<file path="src/rtl/chase_led_ctrl.sv">
// ---------------------------------------------------------------------------
// chase_led_ctrl
//
// Sequencer for the chasing-LED display. It owns the step-rate divider and a
// one-hot position register. It starts, pauses, stops and steers the chase.
// Stepping is driven by a single-cycle tick enable in the clk domain; no
// derived clock is generated.
//
// Configuration macro: CHASE_BOUNCE_EN
//   defined   -> the chase bounces at either end of the chain
//   undefined -> the chase wraps around (default build)
//
// Parameters
//   N_LEDS    number of LEDs in the chain (>=2)
//   BASE_DIV  clk cycles per step at speed=0 (>=2)
//   CNT_W     divider width; must hold (BASE_DIV<<3)-1
//
// Ports
//   clk    in   1       system clock
//   reset  in   1       synchronous, active-high reset
//   start  in   1       1-cycle pulse: (re)start the chase
//   stop   in   1       1-cycle pulse: end the chase, blank the LEDs
//   pause  in   1       level: freeze the chase while high
//   dir    in   1       0 = position increasing, 1 = decreasing (sampled on start)
//   speed  in   2       step period = BASE_DIV<<speed (sampled on start and each tick)
//   led    out  N_LEDS  one-hot LED drive, all-zero when idle
//   busy   out  1       high while running or paused
//   tick   out  1       1-cycle pulse coincident with each position step
// ---------------------------------------------------------------------------
module chase_led_ctrl #(
    parameter int N_LEDS   = 8,
    parameter int BASE_DIV = 312_500,
    parameter int CNT_W    = 22
) (
    input  logic              clk,
    input  logic              reset,
    input  logic              start,
    input  logic              stop,
    input  logic              pause,
    input  logic              dir,
    input  logic [1:0]        speed,
    output logic [N_LEDS-1:0] led,
    output logic              busy,
    output logic              tick
);

    localparam int POS_W = $clog2(N_LEDS);

    localparam logic [1:0] ST_IDLE  = 2'd0;
    localparam logic [1:0] ST_RUN   = 2'd1;
    localparam logic [1:0] ST_PAUSE = 2'd2;

    localparam logic [POS_W-1:0] POS_LAST   = POS_W'(N_LEDS - 1);
    localparam logic [CNT_W-1:0] BASE_CNT   = CNT_W'(BASE_DIV);

    logic [1:0]        state_reg,   state_next;
    logic [POS_W-1:0]  pos_reg,     pos_next;
    logic              dir_q_reg,   dir_q_next;
    logic [1:0]        speed_q_reg, speed_q_next;
    logic [CNT_W-1:0]  cnt_reg,     cnt_next;
    logic [N_LEDS-1:0] led_reg,     led_next;
    logic              busy_reg,    busy_next;
    logic              tick_reg,    tick_next;

    logic [CNT_W-1:0]  term_cnt;
    logic [POS_W-1:0]  step_pos;
    logic              step_dir;
    logic [N_LEDS-1:0] pos_onehot;

    // Last count of the current interval; compared at the divider width.
    assign term_cnt = (BASE_CNT << speed_q_reg) - CNT_W'(1);

    // Position/direction after one step, including end-of-chain handling.
    always_comb begin
        step_pos = pos_reg;
        step_dir = dir_q_reg;
`ifdef CHASE_BOUNCE_EN
        // Turn around without repeating the end LED.
        if (!dir_q_reg) begin
            if (pos_reg == POS_LAST) begin
                step_dir = 1'b1;
                step_pos = POS_W'(N_LEDS - 2);
            end else begin
                step_pos = pos_reg + POS_W'(1);
            end
        end else begin
            if (pos_reg == '0) begin
                step_dir = 1'b0;
                step_pos = POS_W'(1);
            end else begin
                step_pos = pos_reg - POS_W'(1);
            end
        end
`else
        if (!dir_q_reg) begin
            step_pos = (pos_reg == POS_LAST) ? '0 : pos_reg + POS_W'(1);
        end else begin
            step_pos = (pos_reg == '0) ? POS_LAST : pos_reg - POS_W'(1);
        end
`endif
    end

    // Control: stop > start > pause; reset handled in the register block.
    always_comb begin
        state_next   = state_reg;
        pos_next     = pos_reg;
        dir_q_next   = dir_q_reg;
        speed_q_next = speed_q_reg;
        cnt_next     = cnt_reg;
        tick_next    = 1'b0;

        if (state_reg == ST_IDLE) begin
            // A stop in the same cycle cancels the start.
            if (start && !stop) begin
                state_next   = ST_RUN;
                dir_q_next   = dir;
                speed_q_next = speed;
                cnt_next     = '0;
                pos_next     = dir ? POS_LAST : '0;
            end
        end else if (state_reg == ST_RUN || state_reg == ST_PAUSE) begin
            if (stop) begin
                state_next = ST_IDLE;
                cnt_next   = '0;
            end else if (start) begin
                state_next   = ST_RUN;
                dir_q_next   = dir;
                speed_q_next = speed;
                cnt_next     = '0;
                pos_next     = dir ? POS_LAST : '0;
            end else if (pause) begin
                // Counter holds so the remaining interval survives the pause.
                state_next = ST_PAUSE;
            end else begin
                // Running, or leaving pause: count in this same cycle so the
                // interval is stretched by exactly the paused cycles.
                state_next = ST_RUN;
                if (cnt_reg == term_cnt) begin
                    cnt_next     = '0;
                    tick_next    = 1'b1;
                    pos_next     = step_pos;
                    dir_q_next   = step_dir;
                    speed_q_next = speed;
                end else begin
                    cnt_next = cnt_reg + CNT_W'(1);
                end
            end
        end else begin
            state_next = ST_IDLE;
            cnt_next   = '0;
        end
    end

    // One-hot decode of the next position.
    generate
        for (genvar gi = 0; gi < N_LEDS; gi++) begin : g_onehot
            assign pos_onehot[gi] = (pos_next == POS_W'(gi));
        end
    endgenerate

    assign busy_next = (state_next != ST_IDLE);
    assign led_next  = busy_next ? pos_onehot : '0;

    always_ff @(posedge clk) begin
        if (reset) begin
            state_reg   <= ST_IDLE;
            pos_reg     <= '0;
            dir_q_reg   <= 1'b0;
            speed_q_reg <= 2'd0;
            cnt_reg     <= '0;
            led_reg     <= '0;
            busy_reg    <= 1'b0;
            tick_reg    <= 1'b0;
        end else begin
            state_reg   <= state_next;
            pos_reg     <= pos_next;
            dir_q_reg   <= dir_q_next;
            speed_q_reg <= speed_q_next;
            cnt_reg     <= cnt_next;
            led_reg     <= led_next;
            busy_reg    <= busy_next;
            tick_reg    <= tick_next;
        end
    end

    assign led  = led_reg;
    assign busy = busy_reg;
    assign tick = tick_reg;

endmodule
</file>
<file path="config.mk">
export PLATFORM = sky130hd
export DESIGN_NAME = chase_led_ctrl
export DESIGN_NICKNAME = d
export VERILOG_FILES = /design/src/rtl/chase_led_ctrl.sv
export SDC_FILE = /design/constraint.sdc
export NUM_CORES = 1
export LEC_CHECK = 0
export ABC_CLOCK_PERIOD_IN_PS = 5750
export CELL_PAD_IN_SITES_DETAIL_PLACEMENT = 2
export CELL_PAD_IN_SITES_GLOBAL_PLACEMENT = 2
export CORE_AREA = 10 10 99 101
export CTS_CLUSTER_DIAMETER = 40
export CTS_CLUSTER_SIZE = 16
export DETAILED_ROUTE_END_ITERATION = 12
export DIE_AREA = 0 0 109 111
export PLACE_DENSITY_LB_ADDON = 0.15
export SYNTH_ARGS = -nofsm -noshare
export SYNTH_HDL_FRONTEND = slang
export SYNTH_SLANG_ARGS = --single-unit
</file>
<file path="constraint.sdc">
create_clock -name clk -period 5.75 [get_ports clk]
set_input_delay 1.15 -clock clk [delete_from_list [all_inputs] [get_ports clk]]
set_output_delay 1.15 -clock clk [all_outputs]
set_load 0.02 [all_outputs]
</file>
* Word-level counts from Yosys, hierarchy flattened
Cells that the tools add are included.
** Cells by class
- Equality and inequality tests :: 15
- Shifts and indexed selects :: 1
- Multiplexer cells :: 37
- Reduce and logical (&&, ||, !) cells :: 15
- Bitwise operators :: 2
- Add/subtract/negate cells :: 4
** Operators by type and width (count)
- $mux W22 :: 7
- $mux W3 :: 11
- $mux W2 :: 13
- $add A22 B1 Y22 const B :: 1
- $eq A22 B22 Y1 :: 1
- $shl A19 B2 Y22 const A :: 1
- $sub A22 B1 Y22 const B :: 1
- $eq A3 B3 Y1 const B :: 5
- $eq A3 B2 Y1 const B :: 2
- $logic_not A3 Y1 :: 2
- $mux W1 :: 6
- $reduce_bool A2 Y1 :: 3
- $reduce_or A6 Y1 :: 1
- $ne A5 B5 Y1 const B :: 1
- $reduce_and A5 Y1 :: 1
- $ne A2 B1 Y1 const B :: 2
- $reduce_and A4 Y1 :: 1
- $add A3 B1 Y3 const B :: 1
- $eq A3 B1 Y1 const B :: 1
- $ne A3 B2 Y1 const B :: 1
- $reduce_bool A3 Y1 :: 1
- $sub A3 B1 Y3 const B :: 1
- $eq A2 B1 Y1 const B :: 1
- $eq A2 B2 Y1 const B :: 1
- 7 further kinds :: 8
** Storage, ports and cells
- Input bits :: 8
- Output and inout bits :: 10
- Flip-flop bits (word level) :: 40

* Depth between registers and ports, before layout
Gate-level depths: netlist of the first run.
- Word-level depth :: 10
- Mapped depth :: 12
- Gate-level depth less buffers :: 11

* Least setup slack after synthesis of the first run
No wires, ideal clock.
- Path kind :: flip-flop to flip-flop
- From :: register speed_q_reg[0]
- To :: register led_reg[1], in the netlist led[1]
- Buffers on the path :: 0
- Arrival time :: 2.834 ns
- Setup slack :: 2.850 ns
- Library setup time :: 0.066 ns
- Cell stages (with the launch flop) :: 10
- Cell sequence :: dfxtp_1 > inv_1 > ha_1 > mux2_4 > a2111oi_4 > nand4_2 > or3_4 > a211oi_2 > or3b_1 > nor2b_1
** Between the ends
- Longest elaborated chain between the ends :: 10
** Ends and longest elaborated chain
- from (decl) :: RTL line 59 : logic [1:0] speed_q_reg, speed_q_next;
- from (signal assigned) :: RTL line 178 : speed_q_reg <= speed_q_next;
- $shl A19 B2 Y22 :: RTL line 71 : assign term_cnt = (BASE_CNT << speed_q_reg) - CNT_W'(1);
- $sub A22 B1 Y22 :: RTL line 71
- $eq A22 B22 Y1 :: RTL line 138 : if (cnt_reg == term_cnt) begin
- $mux W3 :: RTL line 138
- $mux W3 :: RTL line 131 : end else if (pause) begin
- $mux W3 :: RTL line 125 : end else if (start) begin
- $mux W3 :: RTL line 122 : if (stop) begin
- $mux W3 :: RTL line 121 : end else if (state_reg == ST_RUN || state_reg == ST_PAUSE) begin
- $mux W3 :: RTL line 112 : if (state_reg == ST_IDLE) begin
- $eq A3 B1 Y1 :: RTL line 157 : assign pos_onehot[gi] = (pos_next == POS_W'(gi));
- to (signal assigned) :: RTL line 180 : led_reg <= led_next;
- to (decl) :: RTL line 61 : logic [N_LEDS-1:0] led_reg, led_next;
No other way between the ends.
A chain may end at the register's enable or synchronous reset.

* Worst setup path after layout of the first run
- From :: input pause
- To :: register cnt_reg[10]
** Between the ends
- Longest elaborated chain between the ends :: 2
** Ends and longest elaborated chain
- from (decl) :: RTL line 39 : input logic pause,
- $ne A5 B5 Y1 (no source line)
- $reduce_and A2 Y1 (no source line)
- to (signal assigned) :: RTL line 179 : cnt_reg <= cnt_next;
- to (decl) :: RTL line 60 : logic [CNT_W-1:0] cnt_reg, cnt_next;
No other way between the ends.

==> reports/qor.yml, run 1 <==
pwr:
  p_sw_share_pct: 28.52
  p_clk_share_pct: 39.1
  combPwrFrac_pct: 15.0
  p_seq_share_pct: 45.9
  power_density_mw_per_mm2: 221.3
  p_switching_uw: 179.7
  p_leak_uw: 0.0009699
  p_total_uw: 629.9
  ir_drop_v: 0.0001043
  p_int_uw: 450.2
global_routing:
  grt_pass1_wl_microns: 13380
  gr-total-overflow: 0
  grt_pass1_vias: 2525
  grt_max_degree: 35
  antenna_found_initial: 0
  grt_use_total_pct: 13.62
clocking:
  htree_num_levels: 2
  cts-root-buf: "clkbuf_8"
  cts_sinks: 40
  post_cts.repair.setup_buffers: 0
  hold_buffers: 0
  cts_resized: 0
  numCtsBuffers: 5
  cts.clk_slew.worst_paths_ns: 0.09
  cts_buffer_depth: 2
  clock_latency_ns: 0.30
  cts_tree: "done"
logic_synthesis:
  synth_edf_count: 0
  synthFlopType: "dfxtp_1"
  synth_seq_area_share_pct: 32.65
  async_reset_ff_share_pct: 0
  synth_nets: 330
  netlist_area_sq_mm: 0.002452
  syn_avg_cell_area_sq_um: 7.962
  yosys.cell_types.count: 49
  yosys_warnings: 0
  syn_inst: 308
  synth_seq_cells: 40
critical_path:
  end_kind: "flip-flop"
  cp.required_ns: 5.96
  path_max_fanout: 9
  crit_type: "in -> reg"
  cp.arrival_ns: 3.64
  start_kind: "input port"
drt:
  drtIter0Drc: 59
  wl_met1_microns: 3692
  routed.top_layer: "met4"
  wl_microns: 7978
  wl_per_cell_microns: 18.60
  post_drt_via_cell_ratio: 5.436
  vias: 2332
  met2_length_microns: 3970
  route.antenna.remaining_nets: 0
  drc: 0
  firstDrtPassIters: 4
  wl_met3_microns: 179
outcome:
  status: "complete, no violations"
timing:
  setup_viol: 0
  fmax_ghz: 0.2919
  relSlewSlack_pct: 25.06
  fin_skew_ns: 0.006869
  setup_tns_ns: 0
  period_minus_slack_ns: 3.426
  rsz0062_at_grt: "no"
  finalWorstSetupSlack_ns: 2.324
  hold_slack_ns: 0.5518
  period_share_pct: 59.58
  slew_viol_final: 0
  worstMarginPinSlew_ns: 1.110
  hold_viol: 0
die:
  dieHeight_microns: 111
  fp.dieArea_sq_mm: 0.01210
  num_rows: 33
  initial_core_util_pct: 30.77
  die_x_microns: 109
  io_pins: 18
  core_sq_mm: 0.007969
placement:
  port_buffers: 17
  place_congestion: 0.7882
  pre_cts_ws_ns: 2.052
  place.detailed.hpwl_microns: 5888
flow_run:
  maxCapViolations: 0
cells_and_area:
  layout-drive-gt1-share_pct: 6.790
  antennaDiodeCount: 0
  largest_reg_flops: 22
  fillCellCount: 902
  area_growth_pct: 16.07
  fin_nets: 345
hold_path:
  hold_class: "reg -> reg"
-- synth_stat cells, types with 5 or more instances --
cell      number  area (sq um)
or3_1          7         43.79
inv_1         10         37.54
o211ai_1       5         37.54
a21oi_1       27         135.1
nor3_1        16         80.08
nand2_1       17         63.81
ha_1          14         175.2
nor2b_1        9         56.30
nand3_1        9         45.04
o21ai_0       20         100.1
clkbuf_1      12         45.04
nor4_1         8         50.05
nor2_1        47         176.4
nor3b_1        7         52.55
dfxtp_1       40         800.8
-- cell usage in the layout, fill, tap and decap left out, types with 4 or more instances in the layout --
cell type | synthesis | final
nor2_1 | 47 | 47
dfxtp_1 | 40 | 40
a21oi_1 | 27 | 27
o21ai_0 | 20 | 20
nand2_1 | 17 | 17
clkdlybuf4s50_1 | 0 | 17
nor3_1 | 16 | 16
ha_1 | 14 | 14
inv_1 | 10 | 10
nand3_1 | 9 | 9
nor2b_1 | 9 | 9
nor4_1 | 8 | 8
or3_1 | 7 | 7
nor3b_1 | 7 | 7
o211ai_1 | 5 | 5
clkbuf_8 | 0 | 5
xnor2_1 | 4 | 4
-- cell type report --
type	count	area, sq um	share of cell area [%]
clock buffers	5	68.82	2.418
clock inverters	3	46.29	1.626
inverters	10	37.54	1.319
multi-input cells	246	1569	55.12
flip-flops and latches	40	800.8	28.13
well taps	105	131.4	4.615
repair buffers	20	192.7	6.769
-- final timing paths --
path / to / from / slack [ns] / depth (start not counted)
setup / recovery: cnt_reg[10] / pause / 2.32 / 6
hold / removal: cnt_reg[21] / cnt_reg[21] / 0.55 / 1
setup reg to reg: led[2] / speed_q_reg[0] / 2.40 / 9
hold reg to reg: cnt_reg[21] / cnt_reg[21] / 0.55 / 1
-- stage by stage --
stage          std cells  instance area [sq um]  util, %
6_report             429                   2846    35.72
5_1_grt              429                   2846    35.72
4_1_cts              429                   2846    35.72
3_5_place_dp         421                   2731    34.28
3_3_place_gp         421                   2731    34.28
2_1_floorplan        308                   2452        -
-- critical path: stages --
cell             delay [ns]
clkdlybuf4s50_1        0.57
and3b_1                0.28
o21a_1                 0.30
nor3_1                 0.80
a41oi_1                0.22
a311oi_1               0.31
-- kinds of logic (layout without fill, tap and decap cells) --
kind of cell | after synthesis | in the layout | share of synthesized area [%]
AOI/OAI and AO/OA | 75 | 75 | 20.36
xor gates and xnor gates | 8 | 8 | 3.418
adders and majority gates | 14 | 14 | 7.143
buffers and inverters | 22 | 38 | 3.367
DFF | 40 | 40 | 32.65
muxes | 3 | 3 | 1.428
and+or+nand+nor | 146 | 146 | 31.63
-- layer usage --
metal	GRT usage, %	vias to the layer above
met5	0	-
met4	3.518	0
met3	2.558	11
met2	23.37	19
met1	16.75	1163
li1	-	1139
-- power by group through the flow --
stage                     combinational [uW]  clock, uW  sequential [uW]
after global routing                     107        267              291
final                                   94.6        246              289
after floorplan                         59.0          0              297
after global placement                  92.1          0              296
after detailed placement                95.7          0              296
after CTS                               96.3        255              289
No activity file was read; power rests on OpenSTA's default activity.
==> run 2, diff against run 1 <==
Settings changed: ABC_CLOCK_PERIOD_IN_PS 5750 to 3300.
Clock period 5.75 ns to 3.3 ns, I/O delays scaled along.
==> run 2 against run 1 <==
Net effect:
- global-route usage rose by 0.074 points
- total power rose by 76%
- sequential cell count did not move
- highest routed layer unchanged
- count of clock-buffer cells in the layout did not move
- final area rose by 4.2%
- register-to-register slack got worse by 2.1 ns
- routed wire length rose by 2.0%
- sequential power rose by 74%
- final cell count rose by 2.6%
- critical endpoint is now led[5]
- combinational power rose by 95%
- largest cell class unchanged
- worst setup slack got worse by 2.0 ns
- first-iteration DRC count rose by 32%
==> reports/qor.yml, run 2 (synthesis results as in run 1) <==
placement:
  place.detailed.hpwl_microns: 6117  # was 5888 microns
  post-place-cells: 430  # was 421
  port_buffers: 17  # unchanged
  place_congestion: 0.8438  # was 0.7882
cells_and_area:
  largest_reg_flops: 22  # unchanged
  antennaDiodeCount: 0  # unchanged
  fin_nets: 356  # was 345
  layout-drive-gt1-share_pct: 10.75  # was 6.790%
  seqCellArea_sq_um: 800.8  # unchanged
  area_growth_pct: 20.97  # was 16.07%
  stdcell_count: 440  # was 429
  final_common_cell: "nor2_1"  # unchanged
  mostFrequentLayoutCells: "nor2_1 (47), dfxtp_1 (40), a21oi_1 (27)"  # unchanged
  fillCellCount: 926  # was 902
  multi_input_area_sq_mm: 0.001605  # was 0.001569 sq mm
drt:
  wl_per_cell_microns: 18.50  # was 18.60 microns
  wl_microns: 8139  # was 7978 microns
  drc: 0  # unchanged
  route.antenna.remaining_nets: 0  # unchanged
  post_drt_via_cell_ratio: 5.359  # was 5.436
  firstDrtPassIters: 6  # was 4
  drtIter0Drc: 78  # was 59
  vias: 2358  # was 2332
global_routing:
  grt_pass1_wl_microns: 13250  # was 13380 microns
  use_met1_pct: 16.93  # was 16.75%
  grt_use_total_pct: 13.70  # was 13.62%
  gr-total-overflow: 0  # unchanged
  grt-busiest-layer: "met2"  # unchanged
  use_met2_pct: 23.45  # was 23.37%
  met3_usage_pct: 2.384  # was 2.558%
  grt_max_degree: 35  # unchanged
  grt_pass1_vias: 2501  # was 2525
  antenna_found_initial: 0  # unchanged
clocking:
  clock_latency_ns: 0.30  # about the same
  cts_buffer_depth: 2  # unchanged
  numCtsBuffers: 5  # unchanged
  cts.clk_slew.worst_paths_ns: 0.09  # about the same
  htree_num_levels: 2  # unchanged
  cts_tree: "done"  # unchanged
  cts_sinks: 40  # unchanged
  hold_buffers: 0  # unchanged
  cts-root-buf: "clkbuf_8"  # unchanged
critical_path:
  path_buf_inv: 2  # was 1
  cpLargestDelayFamily: "simple AND/OR/NAND/NOR gates"  # unchanged
  end_kind: "flip-flop"  # unchanged
  path_max_fanout: 5  # was 9
  cpMaxStageDelayCell: "or3b_1"  # was nor3_1
  cp.required_ns: 3.54  # was 5.96 ns
  crit_type: "reg -> reg"  # was in -> reg
  start_kind: "flip-flop"  # was input port
  max_stage_delay_ns: 0.40  # was 0.80 ns
  cp.arrival_ns: 3.24  # was 3.64 ns
  crit_chain: "inv_1 -> ha_1 -> inv_1 -> ha_1 -> xnor2_1 -> a2111oi_4 -> o21ai_2 -> or3_4 -> a211oi_4 -> or3b_1 -> nor2_1"  # was clkdlybuf4s50_1 -> and3b_1 -> o21a_1 -> nor3_1 -> a41oi_1 -> a311oi_1
outcome:
  status: "complete, no violations"  # unchanged
timing:
  relSlewSlack_pct: 38.31  # was 25.06%
  fmax_ghz: 0.3329
  setup_viol: 0  # unchanged
  fin_skew_ns: 0.003414  # was 0.006869 ns
  worstMarginPinSlew_ns: 0.9137  # was 1.110 ns
  rsz0062_at_grt: "no"  # unchanged
  hold_viol: 0  # unchanged
  period_share_pct: 91.03
  slew_viol_final: 0  # unchanged
  period_minus_slack_ns: 3.004
  setup_tns_ns: 0  # unchanged
pwr:
  p_leak_uw: 0.001031  # was 0.0009699 uW
  power_density_mw_per_mm2: 373.8  # was 221.3 mW/mm^2
  ir_drop_v: 0.0001657  # was 0.0001043 V
flow_run:
  maxCapViolations: 0  # unchanged
die:
  fp.dieArea_sq_mm: 0.01210  # unchanged
  io_pins: 18  # unchanged
  core_sq_mm: 0.007969  # unchanged
  die_x_microns: 109  # unchanged
  initial_core_util_pct: 30.77  # unchanged
  num_rows: 33  # unchanged
  dieHeight_microns: 111  # unchanged
hold_path:
  hold_class: "reg -> reg"  # unchanged
run 2: metal layers:
| layer | share of wire [%] | wire length, microns |
|---|---|---|
| met1 | 45 | 3693 |
| met2 | 50 | 4105 |
| met3 | 3.2 | 259 |
| met4 | 0.98 | 80 |
| met5 | 0 | 0 |
run 2: cell type report:
| class | instances | area share, % |
|---|---|---|
| clock inverters | 3 | 1.603 |
| repair buffers | 31 | 9.279 |
| multi-input cells | 246 | 54.11 |
| inverters | 10 | 1.265 |
| clock buffers | 5 | 2.320 |
| flip-flops and latches | 40 | 26.99 |
| well taps | 105 | 4.429 |
run 2: repair_timing:
item                       in CTS  in global routing
setup buffers                   0                  2
setup endpoints to repair       0                  5
gates resized for setup         0                  6
run 2: per-stage QoR:
stage / utilization [%] / hold slack (ns) / cell area [sq um] / total power [uW] / worst slack, ns
6_report: 37.23 / 0.5409 / 2967 / 1109 / 0.2960
3_5_place_dp: 35.12 / 0.5282 / 2799 / 692.7 / 0.1603
5_1_grt: 37.23 / 0.5949 / 2967 / 1172 / 0.02798
4_1_cts: 36.58 / 0.5404 / 2915 / 1117 / 0.1302
3_3_place_gp: 35.12 / 0.5222 / 2799 / 687.3 / 0.3211
2_1_floorplan: - / 0.4678 / 2452 / 619.5 / 0.4005
run 2: final timing paths:
kind / startpoint / endpoint / slack, ns / depth (start not counted)
worst min-delay path: state_reg[1] / state_reg[1] / 0.54 / 2
worst min register to register: state_reg[1] / state_reg[1] / 0.54 / 2
worst max register to register: speed_q_reg[1] / led[5] / 0.30 / 11
worst max-delay path: speed_q_reg[1] / led[5] / 0.30 / 11
run 2: report_power, final:
group	internal (uW)	total [uW]	switching, uW
combinational	75.5	184	108
sequential	493	502	9.10
clock	228	423	195
run 2: worst min-delay path: cells and delay by family (launching register included):
family,cells,cell delay [ns]
flops,1,0.32
compound gates,1,0.11
simple gates,1,0.06
